**src/rtl/axi4_reg_slice_pkg.sv**
```systemverilog
// Shared types, slice-mode constants and per-channel payload width helpers
// for the AXI4 register slice.
package axi4_pkg;

  localparam int AXI_SLICE_BYPASS = 0;
  localparam int AXI_SLICE_FWD    = 1;
  localparam int AXI_SLICE_FULL   = 2;

  typedef enum logic [1:0] {
    RESP_OKAY   = 2'b00,
    RESP_EXOKAY = 2'b01,
    RESP_SLVERR = 2'b10,
    RESP_DECERR = 2'b11
  } axi_resp_e;

  typedef enum logic [1:0] {
    BURST_FIXED = 2'b00,
    BURST_INCR  = 2'b01,
    BURST_WRAP  = 2'b10
  } axi_burst_e;

  typedef enum logic [1:0] {
    ST_EMPTY = 2'b00,
    ST_ONE   = 2'b01,
    ST_TWO   = 2'b10
  } pipe_state_e;

  // id + addr + len(8) + size(3) + burst(2) + lock(1) + cache(4) + prot(3) + qos(4) + region(4) + user
  function automatic int axi_ax_width(int addr_w, int id_w, int user_w);
    return id_w + addr_w + 8 + 3 + 2 + 1 + 4 + 3 + 4 + 4 + user_w;
  endfunction

  function automatic int axi_w_width(int data_w, int id_w, int user_w);
    return id_w + data_w + data_w / 8 + 1 + user_w;
  endfunction

  function automatic int axi_b_width(int id_w, int user_w);
    return id_w + 2 + user_w;
  endfunction

  function automatic int axi_r_width(int data_w, int id_w, int user_w);
    return id_w + data_w + 2 + 1 + user_w;
  endfunction

  function automatic bit axi_mode_ok(int mode);
    return (mode >= AXI_SLICE_BYPASS) && (mode <= AXI_SLICE_FULL);
  endfunction

endpackage

```
**src/rtl/axi4_reg_slice_if.sv**
```systemverilog
// AXI4 five-channel bus bundle; master drives AW/W/AR and the B/R readies.
interface ifc_axi4 #(
  parameter int ADDR_WIDTH = 32,
  parameter int DATA_WIDTH = 32,
  parameter int ID_WIDTH   = 4,
  parameter int USER_WIDTH = 1
);
  logic [ID_WIDTH-1:0]     awid;
  logic [ADDR_WIDTH-1:0]   awaddr;
  logic [7:0]              awlen;
  logic [2:0]              awsize;
  logic [1:0]              awburst;
  logic                    awlock;
  logic [3:0]              awcache;
  logic [2:0]              awprot;
  logic [3:0]              awqos;
  logic [3:0]              awregion;
  logic [USER_WIDTH-1:0]   awuser;
  logic                    awvalid;
  logic                    awready;

  logic [ID_WIDTH-1:0]     wid;
  logic [DATA_WIDTH-1:0]   wdata;
  logic [DATA_WIDTH/8-1:0] wstrb;
  logic                    wlast;
  logic [USER_WIDTH-1:0]   wuser;
  logic                    wvalid;
  logic                    wready;

  logic [ID_WIDTH-1:0]     bid;
  logic [1:0]              bresp;
  logic [USER_WIDTH-1:0]   buser;
  logic                    bvalid;
  logic                    bready;

  logic [ID_WIDTH-1:0]     arid;
  logic [ADDR_WIDTH-1:0]   araddr;
  logic [7:0]              arlen;
  logic [2:0]              arsize;
  logic [1:0]              arburst;
  logic                    arlock;
  logic [3:0]              arcache;
  logic [2:0]              arprot;
  logic [3:0]              arqos;
  logic [3:0]              arregion;
  logic [USER_WIDTH-1:0]   aruser;
  logic                    arvalid;
  logic                    arready;

  logic [ID_WIDTH-1:0]     rid;
  logic [DATA_WIDTH-1:0]   rdata;
  logic [1:0]              rresp;
  logic                    rlast;
  logic [USER_WIDTH-1:0]   ruser;
  logic                    rvalid;
  logic                    rready;

  modport master (
    output awid, awaddr, awlen, awsize, awburst, awlock, awcache, awprot, awqos, awregion, awuser, awvalid,
    input  awready,
    output wid, wdata, wstrb, wlast, wuser, wvalid,
    input  wready,
    input  bid, bresp, buser, bvalid,
    output bready,
    output arid, araddr, arlen, arsize, arburst, arlock, arcache, arprot, arqos, arregion, aruser, arvalid,
    input  arready,
    input  rid, rdata, rresp, rlast, ruser, rvalid,
    output rready
  );

  modport slave (
    input  awid, awaddr, awlen, awsize, awburst, awlock, awcache, awprot, awqos, awregion, awuser, awvalid,
    output awready,
    input  wid, wdata, wstrb, wlast, wuser, wvalid,
    output wready,
    output bid, bresp, buser, bvalid,
    input  bready,
    input  arid, araddr, arlen, arsize, arburst, arlock, arcache, arprot, arqos, arregion, aruser, arvalid,
    output arready,
    output rid, rdata, rresp, rlast, ruser, rvalid,
    input  rready
  );
endinterface

```
**src/rtl/axi4_reg_slice_pipe_stage.sv**
```systemverilog
// Generic valid/ready pipeline stage: bypass, forward-registered, or full skid buffer.
// Payload registers are deliberately left without reset; only control state resets.
module axi_pipe_stage
  import axi4_pkg::*;
#(
  parameter int WIDTH = 1,
  parameter int MODE  = AXI_SLICE_FULL
) (
  input  logic             clk,
  input  logic             rst_n,
  input  logic             in_valid,
  output logic             in_ready,
  input  logic [WIDTH-1:0] in_data,
  output logic             out_valid,
  input  logic             out_ready,
  output logic [WIDTH-1:0] out_data
);

  if (MODE == AXI_SLICE_BYPASS) begin : g_bypass
    logic unused_clk_rst;
    assign unused_clk_rst = clk ^ rst_n;
    assign out_valid = in_valid;
    assign out_data  = in_data;
    assign in_ready  = out_ready;
  end else if (MODE == AXI_SLICE_FWD) begin : g_fwd
    logic             valid_q;
    logic [WIDTH-1:0] data_q;

    assign in_ready  = out_ready | ~valid_q;
    assign out_valid = valid_q;
    assign out_data  = data_q;

    always_ff @(posedge clk or negedge rst_n) begin
      if (!rst_n) valid_q <= 1'b0;
      else if (in_ready) valid_q <= in_valid;
    end

    always_ff @(posedge clk) begin
      if (in_valid && in_ready) data_q <= in_data;
    end
  end else begin : g_full
    pipe_state_e      state_q, state_d;
    logic             ready_q;
    logic [WIDTH-1:0] main_q, skid_q;
    logic             load_main_in, load_main_skid, load_skid;
    logic             in_hs, out_hs;

    assign in_ready  = ready_q;
    assign out_valid = (state_q != ST_EMPTY);
    assign out_data  = main_q;
    assign in_hs     = in_valid & ready_q;
    assign out_hs    = out_valid & out_ready;

    // ready is a flop so the upstream never sees a combinational path from out_ready
    always_ff @(posedge clk or negedge rst_n) begin
      if (!rst_n) begin
        state_q <= ST_EMPTY;
        ready_q <= 1'b0;
      end else begin
        state_q <= state_d;
        ready_q <= (state_d != ST_TWO);
      end
    end

    always_comb begin
      state_d        = state_q;
      load_main_in   = 1'b0;
      load_main_skid = 1'b0;
      load_skid      = 1'b0;
      case (state_q)
        ST_EMPTY: if (in_hs) begin
          state_d      = ST_ONE;
          load_main_in = 1'b1;
        end
        ST_ONE: begin
          if (in_hs && out_hs) begin
            load_main_in = 1'b1;
          end else if (in_hs) begin
            state_d   = ST_TWO;
            load_skid = 1'b1;
          end else if (out_hs) begin
            state_d = ST_EMPTY;
          end
        end
        ST_TWO: if (out_hs) begin
          state_d        = ST_ONE;
          load_main_skid = 1'b1;
        end
        default: state_d = ST_EMPTY;
      endcase
    end

    always_ff @(posedge clk) begin
      if (load_main_in) main_q <= in_data;
      else if (load_main_skid) main_q <= skid_q;
      if (load_skid) skid_q <= in_data;
    end
  end

endmodule

```
**src/rtl/axi4_reg_slice.sv**
```systemverilog
// AXI4 register slice: packs each channel into a flat payload and runs it
// through an independently configured pipe stage.
module axi4_reg_slice
  import axi4_pkg::*;
#(
  parameter int ADDR_WIDTH = 32,
  parameter int DATA_WIDTH = 32,
  parameter int ID_WIDTH   = 4,
  parameter int USER_WIDTH = 1,
  parameter int MODE_AW    = 2,
  parameter int MODE_W     = 2,
  parameter int MODE_B     = 1,
  parameter int MODE_AR    = 2,
  parameter int MODE_R     = 2
) (
  input logic     clk,
  input logic     rst_n,
  ifc_axi4.slave  s_axi,
  ifc_axi4.master m_axi
);

  localparam int AX_W = axi_ax_width(ADDR_WIDTH, ID_WIDTH, USER_WIDTH);
  localparam int W_W  = axi_w_width(DATA_WIDTH, ID_WIDTH, USER_WIDTH);
  localparam int B_W  = axi_b_width(ID_WIDTH, USER_WIDTH);
  localparam int R_W  = axi_r_width(DATA_WIDTH, ID_WIDTH, USER_WIDTH);

  if (!axi_mode_ok(MODE_AW) || !axi_mode_ok(MODE_W) || !axi_mode_ok(MODE_B) ||
      !axi_mode_ok(MODE_AR) || !axi_mode_ok(MODE_R) || ID_WIDTH < 1 || USER_WIDTH < 1) begin : g_param_check
    $error("axi4_reg_slice: illegal MODE_* or ID/USER width parameter");
  end

  logic [AX_W-1:0] aw_in, aw_out, ar_in, ar_out;
  logic [W_W-1:0]  w_in, w_out;
  logic [B_W-1:0]  b_in, b_out;
  logic [R_W-1:0]  r_in, r_out;

  assign aw_in = {s_axi.awid, s_axi.awaddr, s_axi.awlen, s_axi.awsize, s_axi.awburst, s_axi.awlock,
                  s_axi.awcache, s_axi.awprot, s_axi.awqos, s_axi.awregion, s_axi.awuser};
  assign {m_axi.awid, m_axi.awaddr, m_axi.awlen, m_axi.awsize, m_axi.awburst, m_axi.awlock,
          m_axi.awcache, m_axi.awprot, m_axi.awqos, m_axi.awregion, m_axi.awuser} = aw_out;

  assign w_in = {s_axi.wid, s_axi.wdata, s_axi.wstrb, s_axi.wlast, s_axi.wuser};
  assign {m_axi.wid, m_axi.wdata, m_axi.wstrb, m_axi.wlast, m_axi.wuser} = w_out;

  assign ar_in = {s_axi.arid, s_axi.araddr, s_axi.arlen, s_axi.arsize, s_axi.arburst, s_axi.arlock,
                  s_axi.arcache, s_axi.arprot, s_axi.arqos, s_axi.arregion, s_axi.aruser};
  assign {m_axi.arid, m_axi.araddr, m_axi.arlen, m_axi.arsize, m_axi.arburst, m_axi.arlock,
          m_axi.arcache, m_axi.arprot, m_axi.arqos, m_axi.arregion, m_axi.aruser} = ar_out;

  // B and R run downstream-to-upstream
  assign b_in = {m_axi.bid, m_axi.bresp, m_axi.buser};
  assign {s_axi.bid, s_axi.bresp, s_axi.buser} = b_out;

  assign r_in = {m_axi.rid, m_axi.rdata, m_axi.rresp, m_axi.rlast, m_axi.ruser};
  assign {s_axi.rid, s_axi.rdata, s_axi.rresp, s_axi.rlast, s_axi.ruser} = r_out;

  axi_pipe_stage #(.WIDTH(AX_W), .MODE(MODE_AW)) u_aw (
    .clk(clk), .rst_n(rst_n),
    .in_valid(s_axi.awvalid), .in_ready(s_axi.awready), .in_data(aw_in),
    .out_valid(m_axi.awvalid), .out_ready(m_axi.awready), .out_data(aw_out)
  );

  axi_pipe_stage #(.WIDTH(W_W), .MODE(MODE_W)) u_w (
    .clk(clk), .rst_n(rst_n),
    .in_valid(s_axi.wvalid), .in_ready(s_axi.wready), .in_data(w_in),
    .out_valid(m_axi.wvalid), .out_ready(m_axi.wready), .out_data(w_out)
  );

  axi_pipe_stage #(.WIDTH(B_W), .MODE(MODE_B)) u_b (
    .clk(clk), .rst_n(rst_n),
    .in_valid(m_axi.bvalid), .in_ready(m_axi.bready), .in_data(b_in),
    .out_valid(s_axi.bvalid), .out_ready(s_axi.bready), .out_data(b_out)
  );

  axi_pipe_stage #(.WIDTH(AX_W), .MODE(MODE_AR)) u_ar (
    .clk(clk), .rst_n(rst_n),
    .in_valid(s_axi.arvalid), .in_ready(s_axi.arready), .in_data(ar_in),
    .out_valid(m_axi.arvalid), .out_ready(m_axi.arready), .out_data(ar_out)
  );

  axi_pipe_stage #(.WIDTH(R_W), .MODE(MODE_R)) u_r (
    .clk(clk), .rst_n(rst_n),
    .in_valid(m_axi.rvalid), .in_ready(m_axi.rready), .in_data(r_in),
    .out_valid(s_axi.rvalid), .out_ready(s_axi.rready), .out_data(r_out)
  );

endmodule
```
**src/flat_wrapper.sv**
```systemverilog
// flat-port wrapper written by rule: the top's interface ports become plain ports
module axi4_reg_slice_flat import axi4_pkg::*;
#(
  parameter int ADDR_WIDTH = 32,
  parameter int DATA_WIDTH = 32,
  parameter int ID_WIDTH   = 4,
  parameter int USER_WIDTH = 1,
  parameter int MODE_AW    = 2,
  parameter int MODE_W     = 2,
  parameter int MODE_B     = 1,
  parameter int MODE_AR    = 2,
  parameter int MODE_R     = 2
)
  (clk, rst_n, s_axi_awid, s_axi_awaddr, s_axi_awlen, s_axi_awsize, s_axi_awburst, s_axi_awlock, s_axi_awcache, s_axi_awprot, s_axi_awqos, s_axi_awregion, s_axi_awuser, s_axi_awvalid, s_axi_awready, s_axi_wid, s_axi_wdata, s_axi_wstrb, s_axi_wlast, s_axi_wuser, s_axi_wvalid, s_axi_wready, s_axi_bid, s_axi_bresp, s_axi_buser, s_axi_bvalid, s_axi_bready, s_axi_arid, s_axi_araddr, s_axi_arlen, s_axi_arsize, s_axi_arburst, s_axi_arlock, s_axi_arcache, s_axi_arprot, s_axi_arqos, s_axi_arregion, s_axi_aruser, s_axi_arvalid, s_axi_arready, s_axi_rid, s_axi_rdata, s_axi_rresp, s_axi_rlast, s_axi_ruser, s_axi_rvalid, s_axi_rready, m_axi_awid, m_axi_awaddr, m_axi_awlen, m_axi_awsize, m_axi_awburst, m_axi_awlock, m_axi_awcache, m_axi_awprot, m_axi_awqos, m_axi_awregion, m_axi_awuser, m_axi_awvalid, m_axi_awready, m_axi_wid, m_axi_wdata, m_axi_wstrb, m_axi_wlast, m_axi_wuser, m_axi_wvalid, m_axi_wready, m_axi_bid, m_axi_bresp, m_axi_buser, m_axi_bvalid, m_axi_bready, m_axi_arid, m_axi_araddr, m_axi_arlen, m_axi_arsize, m_axi_arburst, m_axi_arlock, m_axi_arcache, m_axi_arprot, m_axi_arqos, m_axi_arregion, m_axi_aruser, m_axi_arvalid, m_axi_arready, m_axi_rid, m_axi_rdata, m_axi_rresp, m_axi_rlast, m_axi_ruser, m_axi_rvalid, m_axi_rready);
  ifc_axi4 #(.ADDR_WIDTH(ADDR_WIDTH), .DATA_WIDTH(DATA_WIDTH), .ID_WIDTH(ID_WIDTH), .USER_WIDTH(USER_WIDTH)) s_axi_i ();
  ifc_axi4 #(.ADDR_WIDTH(ADDR_WIDTH), .DATA_WIDTH(DATA_WIDTH), .ID_WIDTH(ID_WIDTH), .USER_WIDTH(USER_WIDTH)) m_axi_i ();
  input logic clk;
  input logic rst_n;
  input wire logic [$bits(s_axi_i.awid)-1:0] s_axi_awid;
  input wire logic [$bits(s_axi_i.awaddr)-1:0] s_axi_awaddr;
  input wire logic [$bits(s_axi_i.awlen)-1:0] s_axi_awlen;
  input wire logic [$bits(s_axi_i.awsize)-1:0] s_axi_awsize;
  input wire logic [$bits(s_axi_i.awburst)-1:0] s_axi_awburst;
  input wire logic [$bits(s_axi_i.awlock)-1:0] s_axi_awlock;
  input wire logic [$bits(s_axi_i.awcache)-1:0] s_axi_awcache;
  input wire logic [$bits(s_axi_i.awprot)-1:0] s_axi_awprot;
  input wire logic [$bits(s_axi_i.awqos)-1:0] s_axi_awqos;
  input wire logic [$bits(s_axi_i.awregion)-1:0] s_axi_awregion;
  input wire logic [$bits(s_axi_i.awuser)-1:0] s_axi_awuser;
  input wire logic [$bits(s_axi_i.awvalid)-1:0] s_axi_awvalid;
  output wire logic [$bits(s_axi_i.awready)-1:0] s_axi_awready;
  input wire logic [$bits(s_axi_i.wid)-1:0] s_axi_wid;
  input wire logic [$bits(s_axi_i.wdata)-1:0] s_axi_wdata;
  input wire logic [$bits(s_axi_i.wstrb)-1:0] s_axi_wstrb;
  input wire logic [$bits(s_axi_i.wlast)-1:0] s_axi_wlast;
  input wire logic [$bits(s_axi_i.wuser)-1:0] s_axi_wuser;
  input wire logic [$bits(s_axi_i.wvalid)-1:0] s_axi_wvalid;
  output wire logic [$bits(s_axi_i.wready)-1:0] s_axi_wready;
  output wire logic [$bits(s_axi_i.bid)-1:0] s_axi_bid;
  output wire logic [$bits(s_axi_i.bresp)-1:0] s_axi_bresp;
  output wire logic [$bits(s_axi_i.buser)-1:0] s_axi_buser;
  output wire logic [$bits(s_axi_i.bvalid)-1:0] s_axi_bvalid;
  input wire logic [$bits(s_axi_i.bready)-1:0] s_axi_bready;
  input wire logic [$bits(s_axi_i.arid)-1:0] s_axi_arid;
  input wire logic [$bits(s_axi_i.araddr)-1:0] s_axi_araddr;
  input wire logic [$bits(s_axi_i.arlen)-1:0] s_axi_arlen;
  input wire logic [$bits(s_axi_i.arsize)-1:0] s_axi_arsize;
  input wire logic [$bits(s_axi_i.arburst)-1:0] s_axi_arburst;
  input wire logic [$bits(s_axi_i.arlock)-1:0] s_axi_arlock;
  input wire logic [$bits(s_axi_i.arcache)-1:0] s_axi_arcache;
  input wire logic [$bits(s_axi_i.arprot)-1:0] s_axi_arprot;
  input wire logic [$bits(s_axi_i.arqos)-1:0] s_axi_arqos;
  input wire logic [$bits(s_axi_i.arregion)-1:0] s_axi_arregion;
  input wire logic [$bits(s_axi_i.aruser)-1:0] s_axi_aruser;
  input wire logic [$bits(s_axi_i.arvalid)-1:0] s_axi_arvalid;
  output wire logic [$bits(s_axi_i.arready)-1:0] s_axi_arready;
  output wire logic [$bits(s_axi_i.rid)-1:0] s_axi_rid;
  output wire logic [$bits(s_axi_i.rdata)-1:0] s_axi_rdata;
  output wire logic [$bits(s_axi_i.rresp)-1:0] s_axi_rresp;
  output wire logic [$bits(s_axi_i.rlast)-1:0] s_axi_rlast;
  output wire logic [$bits(s_axi_i.ruser)-1:0] s_axi_ruser;
  output wire logic [$bits(s_axi_i.rvalid)-1:0] s_axi_rvalid;
  input wire logic [$bits(s_axi_i.rready)-1:0] s_axi_rready;
  output wire logic [$bits(m_axi_i.awid)-1:0] m_axi_awid;
  output wire logic [$bits(m_axi_i.awaddr)-1:0] m_axi_awaddr;
  output wire logic [$bits(m_axi_i.awlen)-1:0] m_axi_awlen;
  output wire logic [$bits(m_axi_i.awsize)-1:0] m_axi_awsize;
  output wire logic [$bits(m_axi_i.awburst)-1:0] m_axi_awburst;
  output wire logic [$bits(m_axi_i.awlock)-1:0] m_axi_awlock;
  output wire logic [$bits(m_axi_i.awcache)-1:0] m_axi_awcache;
  output wire logic [$bits(m_axi_i.awprot)-1:0] m_axi_awprot;
  output wire logic [$bits(m_axi_i.awqos)-1:0] m_axi_awqos;
  output wire logic [$bits(m_axi_i.awregion)-1:0] m_axi_awregion;
  output wire logic [$bits(m_axi_i.awuser)-1:0] m_axi_awuser;
  output wire logic [$bits(m_axi_i.awvalid)-1:0] m_axi_awvalid;
  input wire logic [$bits(m_axi_i.awready)-1:0] m_axi_awready;
  output wire logic [$bits(m_axi_i.wid)-1:0] m_axi_wid;
  output wire logic [$bits(m_axi_i.wdata)-1:0] m_axi_wdata;
  output wire logic [$bits(m_axi_i.wstrb)-1:0] m_axi_wstrb;
  output wire logic [$bits(m_axi_i.wlast)-1:0] m_axi_wlast;
  output wire logic [$bits(m_axi_i.wuser)-1:0] m_axi_wuser;
  output wire logic [$bits(m_axi_i.wvalid)-1:0] m_axi_wvalid;
  input wire logic [$bits(m_axi_i.wready)-1:0] m_axi_wready;
  input wire logic [$bits(m_axi_i.bid)-1:0] m_axi_bid;
  input wire logic [$bits(m_axi_i.bresp)-1:0] m_axi_bresp;
  input wire logic [$bits(m_axi_i.buser)-1:0] m_axi_buser;
  input wire logic [$bits(m_axi_i.bvalid)-1:0] m_axi_bvalid;
  output wire logic [$bits(m_axi_i.bready)-1:0] m_axi_bready;
  output wire logic [$bits(m_axi_i.arid)-1:0] m_axi_arid;
  output wire logic [$bits(m_axi_i.araddr)-1:0] m_axi_araddr;
  output wire logic [$bits(m_axi_i.arlen)-1:0] m_axi_arlen;
  output wire logic [$bits(m_axi_i.arsize)-1:0] m_axi_arsize;
  output wire logic [$bits(m_axi_i.arburst)-1:0] m_axi_arburst;
  output wire logic [$bits(m_axi_i.arlock)-1:0] m_axi_arlock;
  output wire logic [$bits(m_axi_i.arcache)-1:0] m_axi_arcache;
  output wire logic [$bits(m_axi_i.arprot)-1:0] m_axi_arprot;
  output wire logic [$bits(m_axi_i.arqos)-1:0] m_axi_arqos;
  output wire logic [$bits(m_axi_i.arregion)-1:0] m_axi_arregion;
  output wire logic [$bits(m_axi_i.aruser)-1:0] m_axi_aruser;
  output wire logic [$bits(m_axi_i.arvalid)-1:0] m_axi_arvalid;
  input wire logic [$bits(m_axi_i.arready)-1:0] m_axi_arready;
  input wire logic [$bits(m_axi_i.rid)-1:0] m_axi_rid;
  input wire logic [$bits(m_axi_i.rdata)-1:0] m_axi_rdata;
  input wire logic [$bits(m_axi_i.rresp)-1:0] m_axi_rresp;
  input wire logic [$bits(m_axi_i.rlast)-1:0] m_axi_rlast;
  input wire logic [$bits(m_axi_i.ruser)-1:0] m_axi_ruser;
  input wire logic [$bits(m_axi_i.rvalid)-1:0] m_axi_rvalid;
  output wire logic [$bits(m_axi_i.rready)-1:0] m_axi_rready;
  assign s_axi_i.awid = s_axi_awid;
  assign s_axi_i.awaddr = s_axi_awaddr;
  assign s_axi_i.awlen = s_axi_awlen;
  assign s_axi_i.awsize = s_axi_awsize;
  assign s_axi_i.awburst = s_axi_awburst;
  assign s_axi_i.awlock = s_axi_awlock;
  assign s_axi_i.awcache = s_axi_awcache;
  assign s_axi_i.awprot = s_axi_awprot;
  assign s_axi_i.awqos = s_axi_awqos;
  assign s_axi_i.awregion = s_axi_awregion;
  assign s_axi_i.awuser = s_axi_awuser;
  assign s_axi_i.awvalid = s_axi_awvalid;
  assign s_axi_awready = s_axi_i.awready;
  assign s_axi_i.wid = s_axi_wid;
  assign s_axi_i.wdata = s_axi_wdata;
  assign s_axi_i.wstrb = s_axi_wstrb;
  assign s_axi_i.wlast = s_axi_wlast;
  assign s_axi_i.wuser = s_axi_wuser;
  assign s_axi_i.wvalid = s_axi_wvalid;
  assign s_axi_wready = s_axi_i.wready;
  assign s_axi_bid = s_axi_i.bid;
  assign s_axi_bresp = s_axi_i.bresp;
  assign s_axi_buser = s_axi_i.buser;
  assign s_axi_bvalid = s_axi_i.bvalid;
  assign s_axi_i.bready = s_axi_bready;
  assign s_axi_i.arid = s_axi_arid;
  assign s_axi_i.araddr = s_axi_araddr;
  assign s_axi_i.arlen = s_axi_arlen;
  assign s_axi_i.arsize = s_axi_arsize;
  assign s_axi_i.arburst = s_axi_arburst;
  assign s_axi_i.arlock = s_axi_arlock;
  assign s_axi_i.arcache = s_axi_arcache;
  assign s_axi_i.arprot = s_axi_arprot;
  assign s_axi_i.arqos = s_axi_arqos;
  assign s_axi_i.arregion = s_axi_arregion;
  assign s_axi_i.aruser = s_axi_aruser;
  assign s_axi_i.arvalid = s_axi_arvalid;
  assign s_axi_arready = s_axi_i.arready;
  assign s_axi_rid = s_axi_i.rid;
  assign s_axi_rdata = s_axi_i.rdata;
  assign s_axi_rresp = s_axi_i.rresp;
  assign s_axi_rlast = s_axi_i.rlast;
  assign s_axi_ruser = s_axi_i.ruser;
  assign s_axi_rvalid = s_axi_i.rvalid;
  assign s_axi_i.rready = s_axi_rready;
  assign m_axi_awid = m_axi_i.awid;
  assign m_axi_awaddr = m_axi_i.awaddr;
  assign m_axi_awlen = m_axi_i.awlen;
  assign m_axi_awsize = m_axi_i.awsize;
  assign m_axi_awburst = m_axi_i.awburst;
  assign m_axi_awlock = m_axi_i.awlock;
  assign m_axi_awcache = m_axi_i.awcache;
  assign m_axi_awprot = m_axi_i.awprot;
  assign m_axi_awqos = m_axi_i.awqos;
  assign m_axi_awregion = m_axi_i.awregion;
  assign m_axi_awuser = m_axi_i.awuser;
  assign m_axi_awvalid = m_axi_i.awvalid;
  assign m_axi_i.awready = m_axi_awready;
  assign m_axi_wid = m_axi_i.wid;
  assign m_axi_wdata = m_axi_i.wdata;
  assign m_axi_wstrb = m_axi_i.wstrb;
  assign m_axi_wlast = m_axi_i.wlast;
  assign m_axi_wuser = m_axi_i.wuser;
  assign m_axi_wvalid = m_axi_i.wvalid;
  assign m_axi_i.wready = m_axi_wready;
  assign m_axi_i.bid = m_axi_bid;
  assign m_axi_i.bresp = m_axi_bresp;
  assign m_axi_i.buser = m_axi_buser;
  assign m_axi_i.bvalid = m_axi_bvalid;
  assign m_axi_bready = m_axi_i.bready;
  assign m_axi_arid = m_axi_i.arid;
  assign m_axi_araddr = m_axi_i.araddr;
  assign m_axi_arlen = m_axi_i.arlen;
  assign m_axi_arsize = m_axi_i.arsize;
  assign m_axi_arburst = m_axi_i.arburst;
  assign m_axi_arlock = m_axi_i.arlock;
  assign m_axi_arcache = m_axi_i.arcache;
  assign m_axi_arprot = m_axi_i.arprot;
  assign m_axi_arqos = m_axi_i.arqos;
  assign m_axi_arregion = m_axi_i.arregion;
  assign m_axi_aruser = m_axi_i.aruser;
  assign m_axi_arvalid = m_axi_i.arvalid;
  assign m_axi_i.arready = m_axi_arready;
  assign m_axi_i.rid = m_axi_rid;
  assign m_axi_i.rdata = m_axi_rdata;
  assign m_axi_i.rresp = m_axi_rresp;
  assign m_axi_i.rlast = m_axi_rlast;
  assign m_axi_i.ruser = m_axi_ruser;
  assign m_axi_i.rvalid = m_axi_rvalid;
  assign m_axi_rready = m_axi_i.rready;
  axi4_reg_slice #(.ADDR_WIDTH(ADDR_WIDTH), .DATA_WIDTH(DATA_WIDTH), .ID_WIDTH(ID_WIDTH), .USER_WIDTH(USER_WIDTH), .MODE_AW(MODE_AW), .MODE_W(MODE_W), .MODE_B(MODE_B), .MODE_AR(MODE_AR), .MODE_R(MODE_R)) u_core (.clk(clk), .rst_n(rst_n), .s_axi(s_axi_i), .m_axi(m_axi_i));
endmodule
```
**config.mk**
```make
export PLATFORM = sky130hd
export DESIGN_NAME = axi4_reg_slice_flat
export DESIGN_NICKNAME = d
export VERILOG_FILES = /design/src/rtl/axi4_reg_slice_pkg.sv /design/src/rtl/axi4_reg_slice_if.sv /design/src/rtl/axi4_reg_slice_pipe_stage.sv /design/src/rtl/axi4_reg_slice.sv /design/src/flat_wrapper.sv
export SDC_FILE = /design/constraint.sdc
export NUM_CORES = 1
export LEC_CHECK = 0
export ABC_AREA = 1
export ABC_CLOCK_PERIOD_IN_PS = 3850
export BUFFER_PORTS_ARGS = -buffer_cell sky130_fd_sc_hd__buf_2
export CAP_MARGIN = 10
export CORE_ASPECT_RATIO = 1.1
export CORE_UTILIZATION = 47
export DETAILED_ROUTE_END_ITERATION = 8
export MAX_ROUTING_LAYER = met4
export PLACE_DENSITY = 0.76
export SETUP_SLACK_MARGIN = 0.02
export SLEW_MARGIN = 20
export SYNTH_ARGS = -nofsm -noshare
export SYNTH_HDL_FRONTEND = slang
export SYNTH_SLANG_ARGS = --single-unit
```
**constraint.sdc**
```tcl
create_clock -name clk -period 3.85 [get_ports clk]
set_clock_uncertainty 0.2 [all_clocks]
set_input_delay 0.385 -clock clk [delete_from_list [all_inputs] [get_ports clk]]
set_output_delay 0.385 -clock clk [all_outputs]
set_load 0.01 [all_outputs]
```
==> results of run 1 <==
==> cells in the final DEF, fill, tap and decap left out, types with 8 or more instances in the layout <==
cell type / netlist / final
buf_4: 12 / 15
nor2_1: 12 / 8
clkbuf_1: 14 / 10
dlygate4sd3_1: 0 / 230
edfxtp_1: 435 / 435
nand3_1: 226 / 226
clkinv_1: 0 / 9
inv_1: 22 / 21
dfrtp_1: 13 / 13
clkbuf_16: 0 / 45
buf_2: 37 / 463
nand2_1: 449 / 443
==> sequential cells by signal, summed over array words and instances, names as in the netlist, 2 cells and up <==
name                        flops
u_core.u_ar.g_full.skid_q      66
u_core.u_ar.out_data           66
u_core.u_aw.g_full.skid_q      66
u_core.u_aw.out_data           66
u_core.u_w.g_full.skid_q       42
u_core.u_w.out_data            42
u_core.u_r.g_full.skid_q       40
u_core.u_r.out_data            40
u_core.u_b.out_data             7
u_core.u_ar.g_full.state_q      2
u_core.u_aw.g_full.state_q      2
u_core.u_r.g_full.state_q       2
u_core.u_w.g_full.state_q       2
==> repair_timing <==
item	CTS	global route
buffers inserted	0	0
hold buffers	230	0
endpoints found under the hold margin	456	0
==> path summary, 6_finish.rpt <==
check | start | endpoint | slack, ns | depth (start not counted)
setup / recovery | m_axi_awready | u_core.u_aw.g_full.state_q[0]$_DFF_PN0_ | 1.18 | 8
hold / removal | m_axi_rvalid | u_core.u_r.g_full.state_q[0]$_DFF_PN0_ | 0.07 | 4
setup reg to reg | u_core.u_aw.g_full.state_q[0]$_DFF_PN0_ | u_core.u_aw.g_full.state_q[0]$_DFF_PN0_ | 1.25 | 7
hold reg to reg | u_core.u_r.g_full.skid_q[0]$_DFFE_PP_ | u_core.u_r.out_data[0]$_DFFE_PP_ | 0.30 | 2
max in group asynchronous | rst_n | u_core.u_ar.in_ready$_DFF_PN0_ | 2.85 | 2
min in group asynchronous | rst_n | u_core.u_w.g_full.state_q[1]$_DFF_PN0_ | 0.22 | 2
==> worst max-delay path, cell delays in order <==
cell and delay (ns):
dlygate4sd3_1 0.52, buf_2 0.14, nor2_1 0.20, inv_2 0.22, nand2_2 0.13, buf_4 0.57
nand3_1 0.14, dlygate4sd3_1 0.59
==> cell type report <==
class / count / area (sq um) / share of cell area
timing repair buffer: 712 / 4820 / 0.207
tap: 444 / 556 / 0.0239
clock buffer: 55 / 1160 / 0.0500
clock inverter: 24 / 236 / 0.0102
antenna: 4 / 10.0 / 0.000430
sequential: 448 / 13400 / 0.575
inverter: 24 / 90.1 / 0.00387
multi-input combinational: 701 / 3020 / 0.130
==> Yosys cell counts <==
master | n | area (sq um)
a21oi_1 | 1 | 5.00
buf_1 | 3 | 11.3
buf_2 | 37 | 185
buf_4 | 12 | 90.1
clkbuf_1 | 14 | 52.6
dfrtp_1 | 13 | 325
edfxtp_1 | 435 | 13100
inv_1 | 22 | 82.6
inv_2 | 2 | 7.51
nand2_1 | 449 | 1690
nand3_1 | 226 | 1130
nand4_1 | 2 | 12.5
nor2_1 | 12 | 45.0
nor2_2 | 1 | 6.26
o211ai_2 | 3 | 37.5
o21ai_0 | 6 | 30.0
o21ai_1 | 1 | 5.00
==> layer usage <==
layer | GRT usage | routed length (microns) | up-vias
met5 | - | 0 | -
met4 | 0.128 | 2180 | 0
met3 | 0.0416 | 3200 | 143
met2 | 0.433 | 23800 | 707
met1 | 0.292 | 16600 | 6060
li1 | - | - | 5762
==> kinds of logic (layout without fill, tap and decap cells) <==
family                 after synthesis  count (layout)  share of synthesized area
flip-flops                         448             448                      0.798
AO/OA/AOI/OAI                       11              11                    0.00462
buffers and inverters               90             815                     0.0256
AND/OR/NAND/NOR                    690             690                      0.172
other                                0               4                          0
==> through the flow <==
stage / std cells / hold slack, ns
3_3_place_gp: 2098 / 0.191
5_1_grt: 2412 / 0.111
2_1_floorplan: 1239 / -0.111
6_report: 2412 / 0.0725
3_5_place_dp: 2098 / 0.188
4_1_cts: 2407 / 0.0291
==> where the power goes <==
part           internal, mW  switching, mW  total [mW]
sequential             7.16          0.442        7.60
combinational          1.40           3.04        4.44
clock                  2.42           1.79        4.22
total                  11.0           5.27        16.3
==> metrics.txt, run 1 <==
Tcrit/Tclk final 0.694; Yosys reg bits between 400 and 500; via count ~13000; first-pass GRT wire length between 60000 and 70000 microns; TritonCTS clock tree built; initial antenna violation count 4; Starting Density 0.477; antenna-violating nets left 0; synthesized area 16800 sq um; port bufs roughly 460; pwr/cell area between 600 and 700 nW/um^2; worst-margin pin slew approximately 1 ns; Clock transition at path regs 0.06 ns; Yosys warning count 0; Max-slew headroom 0.328; synthesis-to-finish area growth 38.8%; status finished clean; Mapped Avg Cell Area roughly 14 sq um; count of pins over their slew limit 0; gp weighted congestion around 0.9; DIE AREA 36500 sq um; clock root buffer clkbuf_16; largest net degree at the start of global routing 68; final instance area 23300 sq um; Max clock buf depth 3; TritonRoute pass-1 iters 5; die extent in y about 200 microns; setup ws final 1.18 ns; Startpoint Class input port; number of H-tree levels 2; critical path arrival roughly 2.9 ns; endpoints failing hold 0; Worst VDD drop roughly 0.62 mV; Setup crit end kind flip-flop; post-layout min period around 2.7 ns; CTS sink count approximately 450; Num CTS Buffers 44; Rows between 70 and 80; utilization after layout 0.663; gr usage total 0.255; Syn Inst Count approximately 1200; Die X roughly 180 microns; Lkg Pwr between 9 and 10 nW; worst-path maximum fanout 67; Initial DRC Count roughly 1100; Worst Path Required a little over 4 ns; Tot Pwr 16.3 mW; Fmax achieved 374 MHz; Max Cap Viol 0; grt ovf 0; Seq/Total Area, Yosys 0.798; setup_tns 0 ns; DP Area between 15000 and 20000 sq um; WL final between 40000 and 50000 microns; worst hold path type in2reg; Via density approximately 5.3; post-CTS resize count 0; Nets about 2200; io pins about 460; HPWL Detailed approximately 26000 microns; worst skew pair latency 0.54 ns; Netlist cell types 17; Setup CP Type in2reg; setup violators final 0; fillcell total 2348; DRC viols 0; wire per inst between 15 and 20 microns; syn_nets 1472; vias in the first global route ~13000; layout cells sized above 1 0.285; Core Box Area 35100 sq um; RSZ-0062 raised after global routing false; pre-CTS setup slack between 0.8 and 0.9 ns
Note: power is estimated with default switching activity, not from simulation.
==> inputs of run 2 (changes only) <==
- ABC_CLOCK_PERIOD_IN_PS: 3850 -> 2500
- CORE_UTILIZATION: 47 -> 52
- PLACE_DENSITY: 0.76 -> 0.79
- clock period: 3.85 -> 2.5 ns (I/O delays scaled with it)
==> run 2 against run 1 <==
Sequential power rose by 53%. Routed wire length rose by 11%. Combinational power rose by 62%. Final area rose by 0.59%. Utilization rose by 7.9 points. Non-clock buffer count rose by 14. Hold slack improved by 0.080 ns. Critical path depth fell by 1. Sequential share of layout area fell by 0.34 points. Register-to-register slack got worse by 1.0 ns. Power rose by 57%. Critical path type is now reg2reg.
==> metrics.txt, run 2 (same netlist as run 1, synthesis figures left out) <==
utilization after layout 0.742 (was 0.663); Initial DRC Count 1181 (was 1103); Die X 173 microns (was 182 microns); pwr/cell area 1090 nW/um^2 (was 698 nW/um^2); Fmax achieved ~440 MHz; Multi-input gate area 3020 sq um (about the same); count of pins over their slew limit 0 (unchanged); first-pass GRT wire length 75700 microns (was 69800 microns); critical path's top delay family buffers and inverters (unchanged); crit path cell chain inv_1, nor2_1, inv_2, nand2_2, buf_4, nand2_1, nand2_1 (was dlygate4sd3_1, buf_2, nor2_1, inv_2, nand2_2, buf_4, nand3_1, dlygate4sd3_1); Max clock buf depth 3 (unchanged); setup violators final 0 (unchanged); clock root buffer clkbuf_16 (unchanged); CTS sink count 448 (unchanged); status finished clean (unchanged); Setup CP Type reg2reg (was in2reg); gp weighted congestion 0.849 (was 0.891); WL final 50600 microns (was 45800 microns); post-CTS resize count 0 (unchanged); Buf/Inv on CP 3 (was 5); RSZ-0062 raised after global routing false (unchanged); TritonRoute pass-1 iters 7 (was 5); final instance area 23400 sq um (was 23300 sq um); Worst Path Required 2.71 ns (was 4.08 ns); Core Box Area 31600 sq um (was 35100 sq um); DIE AREA 33000 sq um (was 36500 sq um); port bufs 463 (unchanged); most used cell, CP nand2_1 (was dlygate4sd3_1); setup ws final 0.211 ns (was 1.18 ns); via count 13100 (was 12700); DRC viols 0 (unchanged); placed cells 2085 (was 2098); vias in the first global route 13600 (was 13200); pre-CTS setup slack 0.349 ns (was 0.848 ns); number of H-tree levels 2 (unchanged); largest net degree at the start of global routing 68 (unchanged); Setup crit end kind flip-flop (unchanged); Starting Density 0.531 (was 0.477); worst hold path type in2reg (unchanged); Nets 2177 (was 2164); Via density 5.45 (was 5.25); io pins 464 (unchanged); WHS 0.153 ns (was 0.0725 ns); Startpoint Class flip-flop (was input port); Max-slew headroom 0.484 (was 0.328); non-filler instance count after layout 2409 (was 2412); endpoints failing hold 0 (unchanged); most frequent cells in the layout buf_2, nand2_1, edfxtp_1 (unchanged); grt ovf 0 (unchanged); register area 13400 sq um (unchanged); synthesis-to-finish area growth 39.6% (was 38.8%); worst-margin pin slew 0.774 ns (was 1.00 ns); Rows 68 (was 72); post-layout min period 2.29 ns; Worst VDD drop 0.688 mV (was 0.623 mV); commonest non-fill, non-tap cell in the layout buf_2 (unchanged); Tcrit/Tclk final 0.915; max incr delay on CP 0.59 ns (about the same); TritonCTS clock tree built (unchanged); critical path arrival 2.49 ns (was 2.90 ns); DP Area 19600 sq um (was 19500 sq um); die extent in y 190 microns (was 200 microns); layout cells sized above 1 0.288 (was 0.285); Lkg Pwr 9.98 nW (was 9.89 nW); gr usage total 0.312 (was 0.255); Num CTS Buffers 43 (was 44); Clock transition at path regs 0.07 ns (was 0.06 ns); Max Cap Viol 0 (unchanged); antenna-violating nets left 0 (unchanged); fillcell total 1793 (was 2348); slowest stage cell on the critical path buf_4 (was dlygate4sd3_1); worst-path maximum fanout 67 (unchanged); Tot Pwr 25.5 mW (was 16.3 mW); HPWL Detailed 27900 microns (was 26300 microns); setup_tns 0 ns (unchanged); worst skew pair latency 0.54 ns (about the same); wire per inst 21.0 microns (was 19.0 microns); initial antenna violation count 10 (was 4)
==> run 2: final cells by class <==
class / count / share of cell area
well taps: 420 / 0.0224
repair buffers: 726 / 0.211
clock inverters: 23 / 0.0106
clock buffers: 56 / 0.0502
multi-input cells: 701 / 0.129
diodes: 11 / 0.00118
flip-flops and latches: 448 / 0.572
inverters: 24 / 0.00401
==> run 2: worst reg2reg max path, stage by stage, from the launching register on <==
cell     delay [ns]
dfrtp_1        0.35
inv_1          0.06
nor2_1         0.14
inv_2          0.28
nand2_2        0.16
buf_4          0.59
nand2_1        0.23
nand2_1        0.13
==> run 2: layer usage <==
metal	up-vias	GRT usage	wire, microns
met5	-	-	0
met4	0	0.190	3130
met3	207	0.0678	4800
met2	976	0.535	26300
met1	6151	0.333	16400
li1	5793	-	-
==> run 2: where the power goes <==
part | total [mW] | switching (mW) | internal (mW)
Sequential | 11.6 | 0.657 | 11.0
Clock | 6.63 | 2.79 | 3.85
Combinational | 7.20 | 4.95 | 2.25
Total | 25.5 | 8.39 | 17.1
==> run 2: path summary, 6_finish.rpt <==
check / startpoint / to / slack [ns] / cells after the start
min in group asynchronous: rst_n / u_core.u_w.in_ready$_DFF_PN0_ / 0.49 / 3
worst max register to register: u_core.u_aw.g_full.state_q[0]$_DFF_PN0_ / u_core.u_aw.out_data[38]$_DFFE_PP_ / 0.21 / 7
worst max-delay path: u_core.u_aw.g_full.state_q[0]$_DFF_PN0_ / u_core.u_aw.out_data[38]$_DFFE_PP_ / 0.21 / 7
max in group asynchronous: rst_n / u_core.u_w.g_full.state_q[0]$_DFF_PN0_ / 0.46 / 4
worst min register to register: u_core.u_r.g_full.skid_q[37]$_DFFE_PP_ / u_core.u_r.out_data[37]$_DFFE_PP_ / 0.29 / 2
worst min-delay path: s_axi_bready / u_core.u_b.out_data[3]$_DFFE_PP_ / 0.15 / 4
==> run 2: repair_timing <==
action,4_1_cts,5_1_grt
hold buffers,234,0
endpoints found under the hold margin,461,0
setup buffers,0,0
setup endpoints to repair,0,0
==> inputs of run 3 (changes only) <==
--- a/config.mk
+++ b/config.mk
@@ -12,6 +12,6 @@
 export CORE_ASPECT_RATIO = 1.1
-export CORE_UTILIZATION = 52
+export CORE_UTILIZATION = 45
 export DETAILED_ROUTE_END_ITERATION = 8
 export MAX_ROUTING_LAYER = met4
-export PLACE_DENSITY = 0.79
+export PLACE_DENSITY = 0.7
 export SETUP_SLACK_MARGIN = 0.02
==> constraint.sdc (replaced) <==
create_clock -name clk -period 2.5 [get_ports clk]
set_clock_uncertainty 0.2 [all_clocks]
set_input_delay 0.125 -clock clk [delete_from_list [all_inputs] [get_ports clk]]
set_output_delay 0.125 -clock clk [all_outputs]
set_load 0.01 [all_outputs]
==> run 3 against run 2 <==
Routed wire length is 12% lower. Final cell count is 2.9% higher. Die area is 15% higher. Final area is 0.95% higher. Clock power is 3% higher. Register-to-register slack better by 0.12 ns.
==> metrics.txt, run 3 (same netlist as run 1, synthesis figures left out) <==
port bufs 463 (unchanged); RSZ-0062 raised after global routing false (unchanged); CTS sink count 448 (unchanged); WHS Path Cells 2 (was 4); slowest stage cell on the critical path dlygate4sd3_1 (was buf_4); first-pass GRT wire length 67600 microns (was 75700 microns); Rows 73 (was 68); Setup crit end kind flip-flop (unchanged); number of H-tree levels 2 (unchanged); Max Cap Viol 0 (unchanged); R2R depth 7 (unchanged); CP Depth 7 (unchanged); DIE AREA 38100 sq um (was 33000 sq um); Fmax achieved 461 MHz (was 437 MHz); Worst VDD drop 0.678 mV (was 0.688 mV); WL final 44300 microns (was 50600 microns); Lkg Pwr 10.1 nW (was 9.98 nW); post-CTS resize count 0 (unchanged); Max-slew headroom 0.344 (was 0.484); TritonCTS clock tree built (unchanged); hold-fix buffers at CTS 236 (was 234); max incr delay on CP 0.57 ns (was 0.59 ns); placed cells 2158 (was 2085); Starting Density 0.460 (was 0.531); TritonRoute pass-1 iters 7 (unchanged); crit path cell chain inv_1, nor2_1, inv_2, nand2_2, buf_4, nand3_1, dlygate4sd3_1 (was inv_1, nor2_1, inv_2, nand2_2, buf_4, nand2_1, nand2_1); vias in the first global route 12800 (was 13600); worst-margin pin slew 0.981 ns (was 0.774 ns); wire per inst 17.9 microns (was 21.0 microns); post-layout min period 2.17 ns (was 2.29 ns); endpoints failing hold 0 (unchanged); commonest non-fill, non-tap cell in the layout buf_2 (unchanged); setup_tns 0 ns (unchanged); worst hold path type in2reg (unchanged); GRT met1 Usage 0.266 (was 0.333); met3 GRT Util 0.0540 (was 0.0678); die extent in y 204 microns (was 190 microns); most frequent cells in the layout buf_2, nand2_1, edfxtp_1 (unchanged); Tcrit/Tclk final 0.867 (was 0.915); io pins 464 (unchanged); count of pins over their slew limit 0 (unchanged); grt ovf 0 (unchanged); clock root buffer clkbuf_16 (unchanged); via count 12400 (was 13100); Via density 5.02 (was 5.45); setup violators final 0 (unchanged); critical path's top delay family buffers and inverters (unchanged); Initial DRC Count 987 (was 1181); setup bufs post-CTS 0 (unchanged); critical path arrival 2.39 ns (was 2.49 ns); pwr/cell area 1080 nW/um^2 (was 1090 nW/um^2); Buf/Inv on CP 4 (was 3); antenna-violating nets left 0 (unchanged); worst-path maximum fanout 38 (was 67); Max clock buf depth 3 (unchanged); largest net degree at the start of global routing 67 (was 68); gr usage total 0.237 (was 0.312); HPWL Detailed 27500 microns (was 27900 microns); Num CTS Buffers 45 (was 43); DRC viols 0 (unchanged); Clock transition at path regs 0.06 ns (was 0.07 ns); Worst Path Required 2.72 ns (was 2.71 ns); gp weighted congestion 0.835 (was 0.849); met2 Use GR 0.403 (was 0.535); worst skew pair latency 0.54 ns (about the same); initial antenna violation count 2 (was 10); Setup CP Type reg2reg (unchanged); Die X 186 microns (was 173 microns); Nets 2187 (was 2177); grt peak-use layer met2 (unchanged); synthesis-to-finish area growth 40.9% (was 39.6%); layout cells sized above 1 0.292 (was 0.288); non-filler instance count after layout 2479 (was 2409); Core Box Area 36400 sq um (was 31600 sq um); Startpoint Class flip-flop (unchanged); status finished clean (unchanged)
run 3: changes by cell type in the layout (fill, tap and decap cells not counted), sizes merged:
cell / delta
dlygate4sd3: +2
diode: -9
buf: +6
clkinv: +1
clkinvlp: +2
inv: +1
run 3: worst register-to-register path, delay by kind of cell (launching register included):
kind | cells | cell delay, ns
buf+inv | 4 | 1.12
flops | 1 | 0.35
simple gates | 3 | 0.39
run 3: final cells by class:
| cell class | instances | area [sq um] |
|---|---|---|
| multi-input combinational | 701 | 3020 |
| sequential | 448 | 13400 |
| clock buffer | 56 | 1240 |
| timing repair buffer | 734 | 5020 |
| inverter | 24 | 93.8 |
| fill | 2599 | 12800 |
| clock inverter | 27 | 260 |
| tap | 487 | 609 |
| antenna | 2 | 5.00 |
run 3: worst paths after layout:
kind	start	end	slack [ns]
setup / recovery	u_core.u_aw.g_full.state_q[0]$_DFF_PN0_	u_core.u_aw.g_full.state_q[0]$_DFF_PN0_	0.33
hold / removal	m_axi_bresp[0]	u_core.u_b.out_data[1]$_DFFE_PP_	0.11
setup reg to reg	u_core.u_aw.g_full.state_q[0]$_DFF_PN0_	u_core.u_aw.g_full.state_q[0]$_DFF_PN0_	0.33
hold reg to reg	u_core.u_w.g_full.skid_q[26]$_DFFE_PP_	u_core.u_w.out_data[26]$_DFFE_PP_	0.30
max in group asynchronous	rst_n	u_core.u_r.in_ready$_DFF_PN0_	0.81
min in group asynchronous	rst_n	u_core.u_b.out_valid$_DFFE_PN0N_	0.68
run 3: metrics by stage:
step                area (sq um)  power, mW  utilization  setup slack (ns)  hold slack (ns)
floorplan                  16800       15.5            -            0.0346           -0.371
global placement           19800       18.3        0.542             0.617          -0.0960
detailed placement         19800       18.4        0.542             0.545          -0.0945
CTS                        23600       25.5        0.648             0.358           0.0608
global route               23600       26.7        0.649             0.170           0.0830
finish                     23600       25.4        0.649             0.333            0.106
run 3: report_power, final:
part	total [mW]	switching (mW)	internal, mW
combinational	7.05	4.70	2.35
clock	6.81	2.77	4.04
sequential	11.6	0.591	11.0
run 3: per-layer routing:
| layer | share of wire | wire length [microns] | vias up |
|---|---|---|---|
| li1 | - | - | 5813 |
| met1 | 0.37 | 16200 | 5948 |
| met4 | 0.043 | 1900 | 0 |
| met5 | 0 | 0 | - |
| met2 | 0.51 | 22700 | 560 |
| met3 | 0.078 | 3450 | 121 |
